[src/rtl/audio_mix.sv]
// Stereo mixer: per-source gain, saturating sum and a slew-limited speaker level.
// Clip flags are stretched by a per-channel hold counter so they can drive LEDs.
module audio_mix #(
    parameter int SPK_STEP         = 64,
    parameter int CLIP_HOLD_CYCLES = 2_700_000
) (
    input  logic        clk,
    input  logic        reset,
    input  logic        sample_stb_i,
    input  logic [15:0] ssp_audio_i,
    input  logic [9:0]  mb_audio_l_i,
    input  logic [9:0]  mb_audio_r_i,
    input  logic        speaker_i,
    input  logic [3:0]  gain_ssp_i,
    input  logic [3:0]  gain_mb_i,
    input  logic [3:0]  gain_spk_i,
    input  logic        mute_i,
    output logic [15:0] audio_l_o,
    output logic [15:0] audio_r_o,
    output logic        out_valid_o,
    output logic        clip_l_o,
    output logic        clip_r_o
);

    localparam int               CNT_W     = (CLIP_HOLD_CYCLES > 1) ? $clog2(CLIP_HOLD_CYCLES + 1) : 1;
    localparam logic [CNT_W-1:0] HOLD_LOAD = CNT_W'(CLIP_HOLD_CYCLES);
    localparam logic [12:0]      STEP13    = 13'(SPK_STEP);
    localparam logic [13:0]      SPK_FULL  = 14'd8191;

    logic [12:0] spk_lvl_r;
    logic [12:0] spk_lvl_nxt_s;
    logic [13:0] spk_up_s;

    logic        s1_valid_r;
    logic        s1_mute_r;
    logic [15:0] s1_ssp_r;
    logic [14:0] s1_ml_r;
    logic [14:0] s1_mr_r;
    logic [12:0] s1_spk_r;
    logic [3:0]  s1_gain_ssp_r;
    logic [3:0]  s1_gain_mb_r;
    logic [3:0]  s1_gain_spk_r;

    logic [19:0] prod_ssp_s;
    logic [18:0] prod_ml_s;
    logic [18:0] prod_mr_s;
    logic [16:0] prod_spk_s;
    logic        unused_frac_s;

    logic        s2_valid_r;
    logic        s2_mute_r;
    logic [16:0] s2_ssp_r;
    logic [15:0] s2_ml_r;
    logic [15:0] s2_mr_r;
    logic [13:0] s2_spk_r;

    logic [17:0] sum_l_s;
    logic [17:0] sum_r_s;
    logic [15:0] mix_l_s;
    logic [15:0] mix_r_s;
    logic        clip_evt_l_s;
    logic        clip_evt_r_s;
    logic [CNT_W-1:0] clip_cnt_l_r;
    logic [CNT_W-1:0] clip_cnt_r_r;
    logic [CNT_W-1:0] clip_cnt_l_nxt_s;
    logic [CNT_W-1:0] clip_cnt_r_nxt_s;

    logic [15:0] audio_l_r;
    logic [15:0] audio_r_r;
    logic        out_valid_r;
    logic        clip_l_r;
    logic        clip_r_r;

    assign spk_up_s = {1'b0, spk_lvl_r} + {1'b0, STEP13};

    // Speaker level moves toward its rail by one step, clamped at the rail.
    always_comb begin
        spk_lvl_nxt_s = spk_lvl_r;
        if (speaker_i) begin
            if (spk_up_s >= SPK_FULL) begin
                spk_lvl_nxt_s = 13'h1FFF;
            end else begin
                spk_lvl_nxt_s = spk_up_s[12:0];
            end
        end else begin
            if (spk_lvl_r <= STEP13) begin
                spk_lvl_nxt_s = 13'd0;
            end else begin
                spk_lvl_nxt_s = spk_lvl_r - STEP13;
            end
        end
    end

    // Speaker level register, free-running independent of the strobe.
    always_ff @(posedge clk or posedge reset) begin
        if (reset) begin
            spk_lvl_r <= 13'd0;
        end else begin
            spk_lvl_r <= spk_lvl_nxt_s;
        end
    end

    // Stage 1: capture sources and gains; the speaker level is the pre-update value.
    always_ff @(posedge clk or posedge reset) begin
        if (reset) begin
            s1_valid_r    <= 1'b0;
            s1_mute_r     <= 1'b0;
            s1_ssp_r      <= 16'd0;
            s1_ml_r       <= 15'd0;
            s1_mr_r       <= 15'd0;
            s1_spk_r      <= 13'd0;
            s1_gain_ssp_r <= 4'd0;
            s1_gain_mb_r  <= 4'd0;
            s1_gain_spk_r <= 4'd0;
        end else begin
            s1_valid_r <= sample_stb_i;
            if (sample_stb_i) begin
                s1_mute_r     <= mute_i;
                s1_ssp_r      <= ssp_audio_i;
                s1_ml_r       <= {mb_audio_l_i, 5'b00000};
                s1_mr_r       <= {mb_audio_r_i, 5'b00000};
                s1_spk_r      <= spk_lvl_r;
                s1_gain_ssp_r <= gain_ssp_i;
                s1_gain_mb_r  <= gain_mb_i;
                s1_gain_spk_r <= gain_spk_i;
            end
        end
    end

    // Full-width products; gains are in eighths so the low three bits are dropped.
    assign prod_ssp_s    = 20'(s1_ssp_r) * 20'(s1_gain_ssp_r);
    assign prod_ml_s     = 19'(s1_ml_r) * 19'(s1_gain_mb_r);
    assign prod_mr_s     = 19'(s1_mr_r) * 19'(s1_gain_mb_r);
    assign prod_spk_s    = 17'(s1_spk_r) * 17'(s1_gain_spk_r);
    assign unused_frac_s = ^{prod_ssp_s[2:0], prod_ml_s[2:0], prod_mr_s[2:0], prod_spk_s[2:0]};

    // Stage 2: register the scaled sources.
    always_ff @(posedge clk or posedge reset) begin
        if (reset) begin
            s2_valid_r <= 1'b0;
            s2_mute_r  <= 1'b0;
            s2_ssp_r   <= 17'd0;
            s2_ml_r    <= 16'd0;
            s2_mr_r    <= 16'd0;
            s2_spk_r   <= 14'd0;
        end else begin
            s2_valid_r <= s1_valid_r;
            if (s1_valid_r) begin
                s2_mute_r <= s1_mute_r;
                s2_ssp_r  <= prod_ssp_s[19:3];
                s2_ml_r   <= prod_ml_s[18:3];
                s2_mr_r   <= prod_mr_s[18:3];
                s2_spk_r  <= prod_spk_s[16:3];
            end
        end
    end

    assign sum_l_s = 18'(s2_ssp_r) + 18'(s2_ml_r) + 18'(s2_spk_r);
    assign sum_r_s = 18'(s2_ssp_r) + 18'(s2_mr_r) + 18'(s2_spk_r);

    // Stage 3 mix: mute wins, otherwise saturate at full scale and flag the clip.
    always_comb begin
        mix_l_s      = sum_l_s[15:0];
        mix_r_s      = sum_r_s[15:0];
        clip_evt_l_s = 1'b0;
        clip_evt_r_s = 1'b0;
        if (s2_mute_r) begin
            mix_l_s = 16'h0000;
            mix_r_s = 16'h0000;
        end else begin
            if (sum_l_s > 18'h0FFFF) begin
                mix_l_s      = 16'hFFFF;
                clip_evt_l_s = 1'b1;
            end else begin
                mix_l_s = sum_l_s[15:0];
            end
            if (sum_r_s > 18'h0FFFF) begin
                mix_r_s      = 16'hFFFF;
                clip_evt_r_s = 1'b1;
            end else begin
                mix_r_s = sum_r_s[15:0];
            end
        end
    end

    // Hold counters reload on a clip from a valid sample, otherwise count down to zero.
    always_comb begin
        clip_cnt_l_nxt_s = clip_cnt_l_r;
        clip_cnt_r_nxt_s = clip_cnt_r_r;
        if (s2_valid_r && clip_evt_l_s) begin
            clip_cnt_l_nxt_s = HOLD_LOAD;
        end else if (clip_cnt_l_r != {CNT_W{1'b0}}) begin
            clip_cnt_l_nxt_s = clip_cnt_l_r - {{(CNT_W-1){1'b0}}, 1'b1};
        end else begin
            clip_cnt_l_nxt_s = {CNT_W{1'b0}};
        end
        if (s2_valid_r && clip_evt_r_s) begin
            clip_cnt_r_nxt_s = HOLD_LOAD;
        end else if (clip_cnt_r_r != {CNT_W{1'b0}}) begin
            clip_cnt_r_nxt_s = clip_cnt_r_r - {{(CNT_W-1){1'b0}}, 1'b1};
        end else begin
            clip_cnt_r_nxt_s = {CNT_W{1'b0}};
        end
    end

    // Stage 3 output registers; clip flags track the counters' next state.
    always_ff @(posedge clk or posedge reset) begin
        if (reset) begin
            audio_l_r    <= 16'd0;
            audio_r_r    <= 16'd0;
            out_valid_r  <= 1'b0;
            clip_l_r     <= 1'b0;
            clip_r_r     <= 1'b0;
            clip_cnt_l_r <= {CNT_W{1'b0}};
            clip_cnt_r_r <= {CNT_W{1'b0}};
        end else begin
            out_valid_r  <= s2_valid_r;
            clip_cnt_l_r <= clip_cnt_l_nxt_s;
            clip_cnt_r_r <= clip_cnt_r_nxt_s;
            clip_l_r     <= (clip_cnt_l_nxt_s != {CNT_W{1'b0}});
            clip_r_r     <= (clip_cnt_r_nxt_s != {CNT_W{1'b0}});
            if (s2_valid_r) begin
                audio_l_r <= mix_l_s;
                audio_r_r <= mix_r_s;
            end
        end
    end

    assign audio_l_o   = audio_l_r;
    assign audio_r_o   = audio_r_r;
    assign out_valid_o = out_valid_r;
    assign clip_l_o    = clip_l_r;
    assign clip_r_o    = clip_r_r;

endmodule

[config.mk]
export PLATFORM = sky130hd
export DESIGN_NAME = audio_mix
export DESIGN_NICKNAME = d
export VERILOG_FILES = /design/src/rtl/audio_mix.sv
export SDC_FILE = /design/constraint.sdc
export NUM_CORES = 1
export LEC_CHECK = 0
export ABC_AREA = 1
export BUFFER_PORTS_ARGS = -buffer_cell sky130_fd_sc_hd__buf_2
export CAP_MARGIN = 0
export CORE_AREA = 3 3 196 198
export DETAILED_ROUTE_END_ITERATION = 12
export DIE_AREA = 0 0 199 201
export HOLD_SLACK_MARGIN = 0.1
export PLACE_DENSITY_LB_ADDON = 0.05
export SLEW_MARGIN = 20
export SYNTH_ARGS = -nofsm -noshare
export SYNTH_HDL_FRONTEND = slang
export SYNTH_SLANG_ARGS = --single-unit
[constraint.sdc]
create_clock -name clk -period 6.7 [get_ports clk]
set_input_delay 0.67 -clock clk [delete_from_list [all_inputs] [get_ports clk]]
set_output_delay 0.67 -clock clk [all_outputs]
set_load 0.1 [all_outputs]
==> run summary <==
WHS = 0.199 ns
1st-iter DRT viols = 782
ratio of cells with drive above 1 in the final layout = 11.2%
Die W = 199 µm
R2R Path End = s2_mr_r[14]
startpoint types = flop
register area = 5150 µm²
gr usage total = 19.8%
Final setup viols = 0
Clock transition at path regs = 0.06 ns
Starting Density = 44.2%
P_sw = 0.00517 W
die area = 40000 µm²
Synth top cells by count = nand2_1 (556), inv_1 (270), dfrtp_1 (206)
cts hold-fix bufs = 0
Die H = 201 µm
DP Area = 17100 µm²
fraction of registers with async set or reset after synthesis = 100%
Primary FF master, synth = dfrtp_1
Synth area leaders = dfrtp_1 (32%), nand2_1 (13%), fa_1 (13%)
Slowest-stage cell, CP = dfrtp_1
Routed Antenna Nets = 0
Sw Ratio = 50.9%
r2r startpoint = s1_gain_mb_r[3]
crit path buf inv count = 1
Bufs on Longest Clock Path = 3
Worst VDD drop = 0.303 mV
CTS Sinks = 206
first-pass GRT wire length = 65.6 mm
Antenna Cells = 0
Worst path max stage delay = 0.78 ns
Resized Gates After CTS = 0
setup ws final = 2.85 ns
HPWL after DPL = 29.7 mm
Pint = 0.00498 W
count leader, synth = nand2_1
DRC errors left = 0
CTS root buf = clkbuf_16
Crit Path Class = reg2reg
CP most frequent cell = nand2_1
Clock Power Share = 16.2%
critical-path cell list = nand2_1, fa_1, fa_1, inv_1, fa_1, nand3_1, nand2_1, a211oi_1, nor2_1, o21ai_0, nand2_1, or2_2, nand3_1, nand2_1
cell row count = 70
Syn-to-layout area delta = 11.6%
DP Worst Slack = 2.83 ns
Vias = 13.0k
I/O pins = 88
power per cell area = 562 nW/µm²
EDFF count, synth = 0
via density per instance = 5.06
Rel. slew slack = 33.5%
core box area = 36700 µm²
worst reg-to-reg path cell count = 14
status = finished clean
CP max FO = 21
RSZ-0062 raised after global routing = false
combinational power share = 62.0%
number of global-route vias before repair = 13.0k
grt ovf = 0
fmax = 260 MHz
CP endpoint kind = flop
fillers = 3622
Critical Path Start = s1_gain_mb_r[3]
cell taking the most area after synthesis = dfrtp_1
sequential share of power = 21.8%
CTS tree = yes
LEAKAGE = 9.56 nW
Yosys reg bits = 206
Pre-Repair DR Iteration Count = 5
worst slew pin tran = 0.992 ns
register area share after synthesis = 31.8%
Setup Skew = 0.0145 ns
TritonCTS Buffers = 27
Syn. warnings = 0
Post-CTS Setup Inserts = 0
H-tree lvl count = 1
Final period util = 57.5%
Port-buffer cells = 87
max cap viols = 0
synth unique cells = 44
Synth top area share = 31.8%
Multi-input gate area = 9810 µm²
Worst Hold Class = in2async
WP data required = 7.14 ns
clk_lat worst skew = 0.55 ns
largest net degree at the start of global routing = 77
CP top delay family = adder cells
Syn Nets = 2287
setup tns final = 0 ns
global placement routability congestion = 0.861
final net count = 2356
antenna violations before repair = 0
crit path time final = 3.85 ns
crit path DAT = 4.29 ns
Design Area, Final = 18100 µm²
post-synthesis cell count = 2010
final-report max-slew violation count = 0
drt total wl = 38.7 mm
Final Hold Fails = 0
Worst R2R Setup Slack = 2.85 ns
wire per inst = 15.1 µm
Post-Syn Area = 16200 µm²
Mean Syn Cell Area = 8.06 µm²
==> through the flow <==
step           cells  utilization [%]  total power (W)
6_report        2567             49.3           0.0101
3_3_place_gp    2518             46.5          0.00844
4_1_cts         2567             49.3           0.0102
3_5_place_dp    2518             46.5          0.00849
2_1_floorplan   2010                -          0.00693
5_1_grt         2567             49.3           0.0112
==> power groups by stage <==
stage               Combinational [W]  Clock [W]  Sequential [W]
floorplan                     0.00423          0         0.00270
global placement              0.00621          0         0.00223
detailed placement            0.00626          0         0.00223
CTS                           0.00630    0.00170         0.00222
global route                  0.00714    0.00176         0.00228
finish                        0.00629    0.00165         0.00221
==> cell usage in the layout, fill, tap and decap left out, drive strengths merged, types with 81 or more instances in the layout <==
master,netlist,layout
nand2,563,563
inv,274,274
dfrtp,206,206
nor2,173,173
ha,120,120
fa,104,104
a21oi,92,92
buf,18,92
nand3,90,90
o21ai,81,81
==> layout make-up <==
cell class,instances,share of cell area [%]
clock buffers,36,4.26
clock inverters,13,1.38
inverters,274,5.73
multi-input cells,1478,54.3
flip-flops and latches,206,28.5
well taps,468,3.24
repair buffers,92,2.62
==> sequential cells by signal (all words and copies together) (netlist names) <==
signal and flops:
s2_mr_r 14, audio_r_o 16, s2_valid_r 1, out_valid_o 1
s2_ssp_r 17, clip_cnt_l_r 22, s1_ml_r 10, s1_gain_ssp_r 4
spk_lvl_r 8, clip_l_o 1, s2_spk_r 14, s2_ml_r 14
s1_mute_r 1, s1_gain_mb_r 4, clip_r_o 1, audio_l_o 16
s1_valid_r 1, s1_gain_spk_r 4, s1_mr_r 10, s1_spk_r 8
s2_mute_r 1, s1_ssp_r 16, clip_cnt_r_r 22
==> worst max-delay path by stage <==
stage | cells past startpoint | endpoint
6_report | 14 | s2_mr_r[14]
5_1_grt | 13 | s2_ssp_r[12]
4_1_cts | 14 | s2_mr_r[14]
3_5_place_dp | 14 | s2_mr_r[14]
3_3_place_gp | 14 | s2_mr_r[14]
2_1_floorplan | 1 | audio_l_o[0]
==> per-layer routing <==
metal / vias to the layer above / track usage [%] / wire (µm) / part of all wire, %
li1: 6577 / - / - / -
met1: 6186 / 29.9 / 19600 / 51
met2: 194 / 30.7 / 16900 / 44
met3: 43 / 2.80 / 1380 / 3.6
met4: 0 / 3.66 / 739 / 1.9
met5: - / 0 / 0 / 0
==> cell families after synthesis <==
logic type                 Yosys count  share of synthesized area (%)
buffers and inverters              326                           7.67
muxes                               47                           3.27
adders and majority gates          224                           22.1
and+or+nand+nor                    892                           22.8
DFF                                206                           31.8
xor gates and xnor gates            62                           3.35
AOI/OAI and AO/OA                  253                           9.01
No activity file was read; power rests on OpenSTA's default activity.
